<file path="config.mk">
export PLATFORM = sky130hd
export DESIGN_NAME = stream_framer
export DESIGN_NICKNAME = d
export VERILOG_FILES = /design/src/rtl/stream_pkg.sv /design/src/rtl/stream_skid.sv /design/src/rtl/stream_framer.sv
export SDC_FILE = /design/constraint.sdc
export NUM_CORES = 1
export LEC_CHECK = 0
export ABC_AREA = 1
export CORE_MARGIN = 8
export CORE_UTILIZATION = 60
export CTS_CLUSTER_SIZE = 14
export DETAILED_ROUTE_END_ITERATION = 10
export PLACE_DENSITY = 0.86
export SKIP_CTS_REPAIR_TIMING = 1
export SYNTH_ARGS = -nofsm -noshare
export SYNTH_HDL_FRONTEND = slang
export SYNTH_HIERARCHICAL = 1
export SYNTH_SLANG_ARGS = --single-unit
export TNS_END_PERCENT = 10
</file>
<file path="constraint.sdc">
create_clock -name clk -period 5.25 [get_ports clk]
set_clock_uncertainty 0.2 [all_clocks]
set_input_delay 1.05 -clock clk [delete_from_list [all_inputs] [get_ports clk]]
set_output_delay 1.05 -clock clk [all_outputs]
set_load 0.02 [all_outputs]
</file>
<file path="src/rtl/stream_pkg.sv">
// Shared FSM state type and coordinate-width helper for the stream framer.
package stream_pkg;

    typedef enum logic {
        IDLE   = 1'b0,
        ACTIVE = 1'b1
    } state_t;

    localparam int unsigned FLAG_W = 3;

    function automatic int unsigned coord_w(input int unsigned n);
        return (n <= 1) ? 1 : $clog2(n);
    endfunction

endpackage

</file>
<file path="src/rtl/stream_skid.sv">
// Two-entry skid buffer: output register plus one overflow register.
module stream_skid #(
    parameter int unsigned W = 32
) (
    input  logic         clk,
    input  logic         rst_n,
    input  logic         i_flush,
    input  logic         i_push,
    input  logic [W-1:0] i_data,
    output logic         o_skid_full,
    output logic [W-1:0] o_data,
    output logic         o_valid,
    input  logic         i_ready
);

    logic         r_out_valid;
    logic [W-1:0] r_out_data;
    logic         r_skid_valid;
    logic [W-1:0] r_skid_data;

    // Upstream is held off whenever the skid entry is occupied, so push and
    // skid_valid are never both set here.
    always_ff @(posedge clk or negedge rst_n) begin
        if (!rst_n) begin
            r_out_valid  <= 1'b0;
            r_out_data   <= '0;
            r_skid_valid <= 1'b0;
            r_skid_data  <= '0;
        end else if (i_flush) begin
            r_out_valid  <= 1'b0;
            r_skid_valid <= 1'b0;
        end else if (!r_out_valid || i_ready) begin
            if (r_skid_valid) begin
                r_out_data   <= r_skid_data;
                r_out_valid  <= 1'b1;
                r_skid_valid <= 1'b0;
            end else begin
                r_out_valid <= i_push;
                if (i_push) begin
                    r_out_data <= i_data;
                end
            end
        end else if (i_push) begin
            r_skid_data  <= i_data;
            r_skid_valid <= 1'b1;
        end
    end

    assign o_skid_full = r_skid_valid;
    assign o_data      = r_out_data;
    assign o_valid     = r_out_valid;

endmodule

</file>
<file path="src/rtl/stream_framer.sv">
// Pixel stream framer: tags pixels with coordinates and frame/line flags,
// optionally zeroes a border band, and buffers them through a 2-entry skid.
module stream_framer
    import stream_pkg::*;
#(
    parameter int unsigned DATA_W = 24,
    parameter int unsigned IMG_W  = 1920,
    parameter int unsigned IMG_H  = 1080,
    parameter int unsigned BORDER = 1
) (
    input  logic                      clk,
    input  logic                      rst_n,
    input  logic                      frame_en,
    input  logic                      border_zero_en,
    input  logic                      flush,
    input  logic [DATA_W-1:0]         data_m,
    input  logic                      valid_m,
    output logic                      ready_m,
    output logic [DATA_W-1:0]         data_s,
    output logic                      valid_s,
    input  logic                      ready_s,
    output logic                      sof_s,
    output logic                      eol_s,
    output logic                      eof_s,
    output logic [coord_w(IMG_W)-1:0] x_s,
    output logic [coord_w(IMG_H)-1:0] y_s,
    output logic [15:0]               frame_cnt,
    output logic                      busy
);

    localparam int unsigned XW    = coord_w(IMG_W);
    localparam int unsigned YW    = coord_w(IMG_H);
    localparam int unsigned PAY_W = DATA_W + FLAG_W + XW + YW;

    state_t             r_state;
    logic [XW-1:0]      r_x;
    logic [YW-1:0]      r_y;
    logic [15:0]        r_frame_cnt;

    logic               w_skid_full;
    logic               w_push;
    logic               w_last_x;
    logic               w_last_y;
    logic               w_mask;
    logic [DATA_W-1:0]  w_pix;
    logic [PAY_W-1:0]   w_pay_in;
    logic [PAY_W-1:0]   w_pay_out;

    assign ready_m  = (r_state == ACTIVE) && !w_skid_full;
    assign w_push   = valid_m && ready_m && !flush;
    assign w_last_x = (r_x == XW'(IMG_W - 1));
    assign w_last_y = (r_y == YW'(IMG_H - 1));

    // Mask and flags are resolved at input transfer so they travel with the pixel.
    assign w_mask = border_zero_en &&
                    ((32'(r_x) < BORDER) || (32'(r_x) >= IMG_W - BORDER) ||
                     (32'(r_y) < BORDER) || (32'(r_y) >= IMG_H - BORDER));
    assign w_pix    = w_mask ? '0 : data_m;
    assign w_pay_in = {w_pix, (r_x == '0) && (r_y == '0), w_last_x,
                       w_last_x && w_last_y, r_x, r_y};

    always_ff @(posedge clk or negedge rst_n) begin
        if (!rst_n) begin
            r_state     <= IDLE;
            r_x         <= '0;
            r_y         <= '0;
            r_frame_cnt <= '0;
        end else if (flush) begin
            r_state <= IDLE;
            r_x     <= '0;
            r_y     <= '0;
        end else begin
            case (r_state)
                IDLE: begin
                    if (frame_en) begin
                        r_state <= ACTIVE;
                    end
                end
                ACTIVE: begin
                    if (w_push) begin
                        if (w_last_x) begin
                            r_x <= '0;
                            if (w_last_y) begin
                                r_y         <= '0;
                                r_frame_cnt <= r_frame_cnt + 16'd1;
                                if (!frame_en) begin
                                    r_state <= IDLE;
                                end
                            end else begin
                                r_y <= r_y + YW'(1);
                            end
                        end else begin
                            r_x <= r_x + XW'(1);
                        end
                    end
                end
                default: r_state <= IDLE;
            endcase
        end
    end

    stream_skid #(
        .W (PAY_W)
    ) u_skid (
        .clk         (clk),
        .rst_n       (rst_n),
        .i_flush     (flush),
        .i_push      (w_push),
        .i_data      (w_pay_in),
        .o_skid_full (w_skid_full),
        .o_data      (w_pay_out),
        .o_valid     (valid_s),
        .i_ready     (ready_s)
    );

    assign {data_s, sof_s, eol_s, eof_s, x_s, y_s} = w_pay_out;
    assign frame_cnt = r_frame_cnt;
    assign busy      = (r_state == ACTIVE);

endmodule

</file>
; After elaboration in Yosys (flattened, before gate mapping)
; Index checks and enable logic that the tools add are counted.
[classes]
n_addsub = 3
magnitude_cmp = 4
eq_ne = 2
muxes = 24
n_bitwise = 3
reduce_logical = 26
[op_table]
columns = cell, count
row1 = $mux 11, 9
row2 = $mux 49, 2
row3 = $mux 24, 1
row4 = $add 11x1->11 const B, 2
row5 = $eq 11x11->1 const B, 2
row6 = $ge 11x11->1 const B, 2
row7 = $logic_not 11->1, 2
row8 = $lt 11x1->1 const B, 2
row9 = $add 16x1->16 const B, 1
row10 = $mux 1, 11
row11 = $reduce_bool 2->1, 5
row12 = $reduce_and 3->1, 3
row13 = $logic_and 1x1->1, 6
row14 = $reduce_and 5->1, 1
row15 = $logic_or 1x1->1, 4
row16 = $logic_not 1->1, 3
row17 = $not 1->1, 3
row18 = $reduce_bool 3->1, 1
row19 = $pmux 1 s2, 1
row20 = $reduce_and 2->1, 1
[word_totals]
ff_bits = 139
in_bits = 31
output_inout_bits = 68
wordCells = 70

; Longest topological paths before layout
; Gate-level depths: netlist of run 1.
[logic_depth]
word_depth = 8
depth_mapped = 14

; Modules after synthesis
; The synthesis of run 1 kept the hierarchy.
[by_module_without_submodules]
columns = module, instances, cells_per_inst, area_each_um2, seq_area_each_um2
row1 = stream_skid, 1, 603, 4668.2, 2502.4
row2 = stream_framer, 1, 385, 2716.4, 975.9

; Least setup slack after synthesis of run 1
; OpenSTA, ideal clock, no wires.
[synth_timing]
path_kind = in2reg
start = input valid_m
end = register u_skid.r_out_data[22], in the netlist u_skid/o_data[22]
arrival_time_ns = 2.015
required_time_ns = 4.985
setup_slack_ns = 2.970
stages = 9
path_buffers = 3
cell_sequence = nand2_2 -> nor2_2 -> buf_2 -> nor2_2 -> nor2_2 -> buf_4 -> buf_6 -> nand3_1 -> nand2_1
[synth_between]
elab_chain_cells = 4
[synth_rtl]
columns = element, line_no
row1 = start: declaration, stream_framer.sv:17  ; input logic valid_m,
row2 = $logic_and 1x1->1 (2 in a row), stream_framer.sv:50  ; assign w_push = valid_m && ready_m && !flush;
row3 = via w_push, stream_framer.sv:41  ; logic w_push;
row4 = $reduce_bool 2->1 (no line), n/a
row5 = $reduce_and 3->1 (no line), n/a
row6 = end signal: assignment, stream_skid.sv:34  ; r_out_data <= r_skid_data;
row7 = end signal: assignment, stream_skid.sv:40  ; r_out_data <= i_data;
row8 = end: declaration, stream_skid.sv:17  ; logic [W-1:0] r_out_data;
; The timed path passes the listed nets, and every way through them passes these cells.
; A chain may end at the register's enable or synchronous reset.

; Worst setup path in the final report of run 1
[layout_timing]
start = input flush
end = register u_skid.r_out_data[40], in the netlist u_skid/o_data[40]
[layout_between]
elab_chain_cells = 4
elab_cells_between_ends = 5
classes_between = 1 x bitwise / 4 x reduce/logical
[layout_rtl]
columns = element, line_no
row1 = start: declaration, stream_framer.sv:15  ; input logic flush,
row2 = $logic_not 1->1, stream_framer.sv:50
row3 = $logic_and 1x1->1, stream_framer.sv:50
row4 = $reduce_bool 2->1 (no line), n/a
row5 = $reduce_and 3->1 (no line) (*), n/a
; Every way passes the cells marked *; elsewhere a longest branch is shown, timed or not.

==> results of run 1 <==
==> layout make-up <==
type | instances | area [um2] | share of cell area
clock buffers | 18 | 439 | 0.0489
clock inverters | 14 | 218 | 0.0242
inverters | 63 | 236 | 0.0263
multi-input cells | 729 | 3370 | 0.375
flip-flops and latches | 139 | 3480 | 0.387
well taps | 147 | 184 | 0.0205
repair buffers | 108 | 1060 | 0.118
==> per-layer routing <==
metal	vias to the layer above	share of wire
met4	0	0.017
li1	3321	-
met3	39	0.080
met1	3308	0.43
met5	-	0
met2	333	0.48
==> sequential cells by signal, summed over array words and instances (netlist names) <==
| signal | count |
|---|---|
| u_skid/o_data | 49 |
| u_skid/r_skid_data | 49 |
| frame_cnt | 16 |
| r_x | 11 |
| r_y | 11 |
| busy | 1 |
| u_skid/o_skid_full | 1 |
| u_skid/o_valid | 1 |
==> layout by cell type, fill, tap and decap left out, types with 5 or more instances in the layout <==
master and instances:
ha_1 5, nand4_1 62, buf_4 10, o21ai_0 14, inv_2 7, clkbuf_16 17, a21oi_1 34, xor2_1 14
clkdlybuf4s50_1 97, nand2_1 431, clkinvlp_4 6, nor2_1 42, nand3_2 7, dfrtp_1 139, nor3_1 14, bufinv_16 5
inv_1 55, o21ai_2 6, xnor2_1 5, nand3_1 71
==> cells by family (layout without fill, tap and decap cells) <==
logic type,count (synthesis),in the layout
buf+inv,120,203
compound gates,60,60
flops,139,139
simple gates,645,645
xor+xnor,19,19
fa+ha+maj,5,5
==> worst max-delay path by stage <==
| stage | cells past startpoint | end | startpoint |
|---|---|---|---|
| after global routing | 7 | u_skid/o_data[22]$_DFFE_PN0P_ | flush |
| after global placement | 6 | u_skid/o_data[5]$_DFFE_PN0P_ | flush |
| after floorplan | 9 | u_skid/o_data[22]$_DFFE_PN0P_ | valid_m |
| after detailed placement | 6 | u_skid/o_data[7]$_DFFE_PN0P_ | flush |
| after CTS | 6 | u_skid/o_data[40]$_DFFE_PN0P_ | flush |
| final | 6 | u_skid/o_data[40]$_DFFE_PN0P_ | flush |
==> critical path, cell delays in order <==
cell	delay, ns
clkdlybuf4s50_1	0.61
inv_2	0.48
nand3_2	0.63
buf_4	0.45
nand3_1	0.12
nand2_1	0.07
==> power groups by stage <==
stage | logic (mW) | registers [mW] | clock network (mW)
after floorplan | 0.101 | 1.23 | 0
after global placement | 0.318 | 1.18 | 0
after detailed placement | 0.322 | 1.18 | 0
after CTS | 0.327 | 1.16 | 1.34
after global routing | 0.351 | 1.16 | 1.39
final | 0.324 | 1.16 | 1.33
==> metrics.csv, run 1 <==
metric;value;unit
status;finished, final reports clean;
synth_top_area_share;0.471;
fin_ws;1.93;ns
yosysMostFrequentCell;nand2_1;
ys_seq_area_frac;0.471;
end_kind;flop;
synth_top_family_by_area;simple AND/OR/NAND/NOR gates;
drt_iter0_drc;900;
synth_xor_area_frac;0.0225;
whs_path_depth;2;
synth_edf_count;0;
grt_max_degree;108;
die_area;16100;um2
core;12000;um2
synth_ff_type;dfrtp_1;
area_growth;21.7;%
met2_usage;0.393;
netlist_area;7380;um2
finalNonFillerCells;1218;
maxCapViolCount;0;
cp_max_fo;29;
p_comb_frac;0.115;
antenna_found_initial;0;
syn_nets;1024;
synthSimpleGateAreaFrac;0.377;
num_io_pins;99;
finalHoldViolCount;0;
start_kind;input port;
die_w;127;um
slew-limit-headroom;0.272;
detailed_place_hpwl;12.4;mm
utilization;0.748;
powerDensity;313;nW/um2
placementRows;40;
worst_pin_slew;1.09;ns
wire_per_inst;16.3;um
nNetsFinal;1094;
first_pass_iters;5;
fin_total_pwr;2.82;mW
yosys-top-cells-count;431 x nand2_1, 139 x dfrtp_1, 73 x nand3_1, 62 x nand4_1, 55 x inv_1;
synth-seq-cells;139;
hold_class;reg2reg;
synth_mux_area_frac;0;
cts.clk_slew.worst_paths;0.06;ns
synthAdderAreaFrac;0.00847;
setup_tns;0;ns
numCtsBuffers;17;
syn_avg_cell_area;7.47;um2
placed_area;8330;um2
wl;19.8;mm
final_area;8990;um2
p_int;2.12;mW
grt_use_met3;0.0599;
sw_frac_of_total;0.249;
critPathArrivalTime;3.42;ns
ant_nets;0;
synth_top_cell_by_area;dfrtp_1;
setup_violations;0;
grt_pass1_wl;33.0;mm
first_global_vias;6737;
clock_latency;0.43;ns
hold_ws;0.272;ns
reg2reg_slack;2.12;ns
required;5.36;ns
cts_max_level;4;
netlist_instances;988;
power.leakage;4.71;nW
reg2reg_from;u_skid/o_skid_full$_DFFE_PN0P_;
p_sw;701;uW
route.detailed.drc;0;
busiest_layer;met2;
r2r_cells;7;
globalRouteMet1Util;0.333;
place_inst;1186;
synth_area_leaders;dfrtp_1 47%, nand2_1 22%, nand4_1 5.3%;
async_flop_share;1.00;
holdCritStartpoint;u_skid/r_skid_data[1]$_DFFE_PN0P_;
post-route-period-util;0.632;
drive_gt1_frac;0.0691;
pre_cts_ws;1.54;ns
rr_endpoint;u_skid/o_data[40]$_DFFE_PN0P_;
cts_max_path_buffers;2;
hold_path_end;u_skid/r_skid_data[1]$_DFFE_PN0P_;
p_clk_frac;0.473;
irDropWorstVdd;0.210;mV
period_needed;3.32;ns
initial_core_util;0.615;
grt_overflow;0;
pwr-share-seq;0.412;
via_per_inst;5.75;
vias;7001;
gp_congestion;0.924;
fillCellCount;901;
yosys_warnings;6;
report.final.slew_viol_count;0;
die_h;127;um
io_buffer_count;98;
track_usage;0.251;
ys_types;35;
synth_compound_gate_area_share;0.0457;
n_antenna_cell;0;
root_buffer;clkbuf_16;
cts.sinks;139;
cts_tree;done;
rsz0062_at_grt;false;
path_class;in2reg;
max_freq;0.302;GHz
No activity file was read; power rests on OpenSTA's default activity.
==> run 2, diff against run 1 <==
Settings changed: CORE_UTILIZATION 60 to 50, PLACE_DENSITY 0.86 to 0.77.
Clock period 5.25 ns to 3.05 ns, I/O delays scaled along.
==> run 2 against run 1 <==
Against the previous run:
- the run now ends with hold timing left
- flip-flop and latch count stayed put
- first-iteration DRC count is 28% lower
- largest cell class unchanged
- worst setup slack worse by 1.3 ns
- clock-buffer cell count is 4 higher
- final cell count is 4.2% higher
- combinational power is 74% higher
- via count is 2.1% lower
- total power is 61% higher
- largest power group is now sequential cells
==> metrics.csv, run 2 (synthesis gave the netlist of run 1 again) <==
metric;value;unit
status;finished, violations left;
violations;hold timing;
cts.sinks;139;
start_kind;flop;
die_w;138;um
post-route-period-util;0.797;
reg2reg_slack;0.62;ns
cp_max_fo;24;
cts_max_level;4;
final_cell_mix;431 x nand2_1, 139 x dfrtp_1, 97 x clkdlybuf4s50_1;
area_growth;22.8;%
regArea;3480;um2
report.final.slew_viol_count;0;
fin_ws;0.618;ns
grt_max_degree;69;
period_needed;2.43;ns
route.detailed.drc;0;
initial_core_util;0.510;
slew-limit-headroom;0.561;
critical_path.max_stage_delay;0.46;ns
grt_overflow;0;
layout_commonest_cell;nand2_1;
drive_gt1_frac;0.0774;
cp_common_cell;nand2_1;
place_inst;1238;
end_kind;flop;
rr_endpoint;u_skid/o_data[35]$_DFFE_PN0P_;
worst_pin_slew;0.658;ns
p_comb_frac;0.125;
cts_max_path_buffers;2;
n_antenna_cell;0;
die_h;138;um
finalHoldViolCount;7;
placementRows;44;
pwr-share-seq;0.441;
sw_frac_of_total;0.252;
maxCapViolCount;0;
io_buffer_count;98;
cts.clk_slew.worst_paths;0.06;ns
first_pass_iters;7;
via_per_inst;5.40;
required;3.21;ns
wire_per_inst;15.5;um
r2r_cells;13;
hold_class;in2async;
utilization;0.626;
max_freq;0.411;GHz
num_io_pins;99;
nNetsFinal;1109;
numCtsBuffers;17;
path_class;reg2reg;
reg2reg_from;r_y[0]$_DFFE_PN0P_;
ant_nets;0;
clock_latency;0.42;ns
drt_iter0_drc;645;
p_int;3.39;mW
core;14500;um2
p_clk_frac;0.435;
power.leakage;4.76;nW
finalNonFillerCells;1269;
gp_congestion;0.940;
die_area;18900;um2
antenna_found_initial;0;
hold_ws;-0.00882;ns
setup_violations;0;
cp_slowest_cell;dfrtp_1;
cp_top_family;simple AND/OR/NAND/NOR gates;
path_buf_inv;1;
grt_pass1_wl;32.7;mm
irDropWorstVdd;0.408;mV
fillCellCount;1266;
wl;19.7;mm
pre_cts_ws;0.360;ns
track_usage;0.217;
powerDensity;500;nW/um2
critPathArrivalTime;2.60;ns
detailed_place_hpwl;13.0;mm
cts_tree;done;
first_global_vias;6506;
crit_chain;ha_1 -> nand2_1 -> nor2_1 -> nand3_2 -> nand2_1 -> nor2_1 -> nand3_2 -> buf_4 -> a21oi_1 -> nand2_1 -> nand2_1 -> nand3_1 -> nand2_1;
vias;6855;
multi_input_area;3370;um2
p_sw;1.14;mW
setup_tns;0;ns
rsz0062_at_grt;false;
root_buffer;clkbuf_16;
fin_total_pwr;4.53;mW
==> run 2: cell count changes in the layout (fill, tap and decap cells not counted) <==
cell,change
buf_12,+2
buf_4,+13
bufinv_16,-3
clkbuf_1,+4
clkinv_2,+5
clkinvlp_4,-5
inv_6,-2
==> run 2: worst max path at each step <==
stage          slack [ns]                             to  cells past startpoint                            from
2_1_floorplan        1.05  u_skid/o_data[40]$_DFFE_PN0P_                     13              r_y[0]$_DFFE_PN0P_
3_3_place_gp         0.39            r_x[10]$_DFFE_PN0P_                      7                           flush
3_5_place_dp         0.36            r_x[10]$_DFFE_PN0P_                      7                           flush
4_1_cts              0.62                        ready_m                      2  u_skid/o_skid_full$_DFFE_PN0P_
5_1_grt              0.42  u_skid/o_data[48]$_DFFE_PN0P_                     13              r_y[0]$_DFFE_PN0P_
6_report             0.62  u_skid/o_data[35]$_DFFE_PN0P_                     13              r_y[0]$_DFFE_PN0P_
==> run 2: area by class of cell <==
class / count / share of cell area
clock inverter: 9 / 0.0108
clock buffer: 22 / 0.0501
sequential: 139 / 0.384
timing repair buffer: 123 / 0.132
multi-input combinational: 729 / 0.372
tap: 184 / 0.0254
inverter: 63 / 0.0261
==> run 2: metal layers <==
metal / vias to the layer above / part of all wire / track usage
met2: 259 / 0.47 / 0.337
met4: 0 / 0.018 / 0.0881
met3: 30 / 0.073 / 0.0496
met5: - / 0 / 0
met1: 3216 / 0.44 / 0.285
li1: 3350 / - / -
==> run 2: power by group through the flow <==
stage               clock (mW)  combinational [mW]  sequential, mW
global route              2.09               0.615            2.01
finish                    1.97               0.565            2.00
CTS                       2.01               0.571            2.00
global placement             0               0.562            2.03
floorplan                    0               0.175            2.11
detailed placement           0               0.568            2.03
==> run 2: worst register-to-register path: stages (launching register included) <==
cell	delay, ns
dfrtp_1	0.46
ha_1	0.26
nand2_1	0.15
nor2_1	0.07
nand3_2	0.15
nand2_1	0.07
nor2_1	0.11
nand3_2	0.07
buf_4	0.23
a21oi_1	0.26
nand2_1	0.09
nand2_1	0.09
nand3_1	0.08
nand2_1	0.08
==> run 2: metrics by stage <==
| step | cell area, um2 | hold slack (ns) |
|---|---|---|
| CTS | 9060 | 0.0117 |
| global placement | 8510 | 0.253 |
| global route | 9060 | 0.0366 |
| detailed placement | 8510 | 0.259 |
| finish | 9060 | -0.00882 |
| floorplan | 7380 | 0.114 |
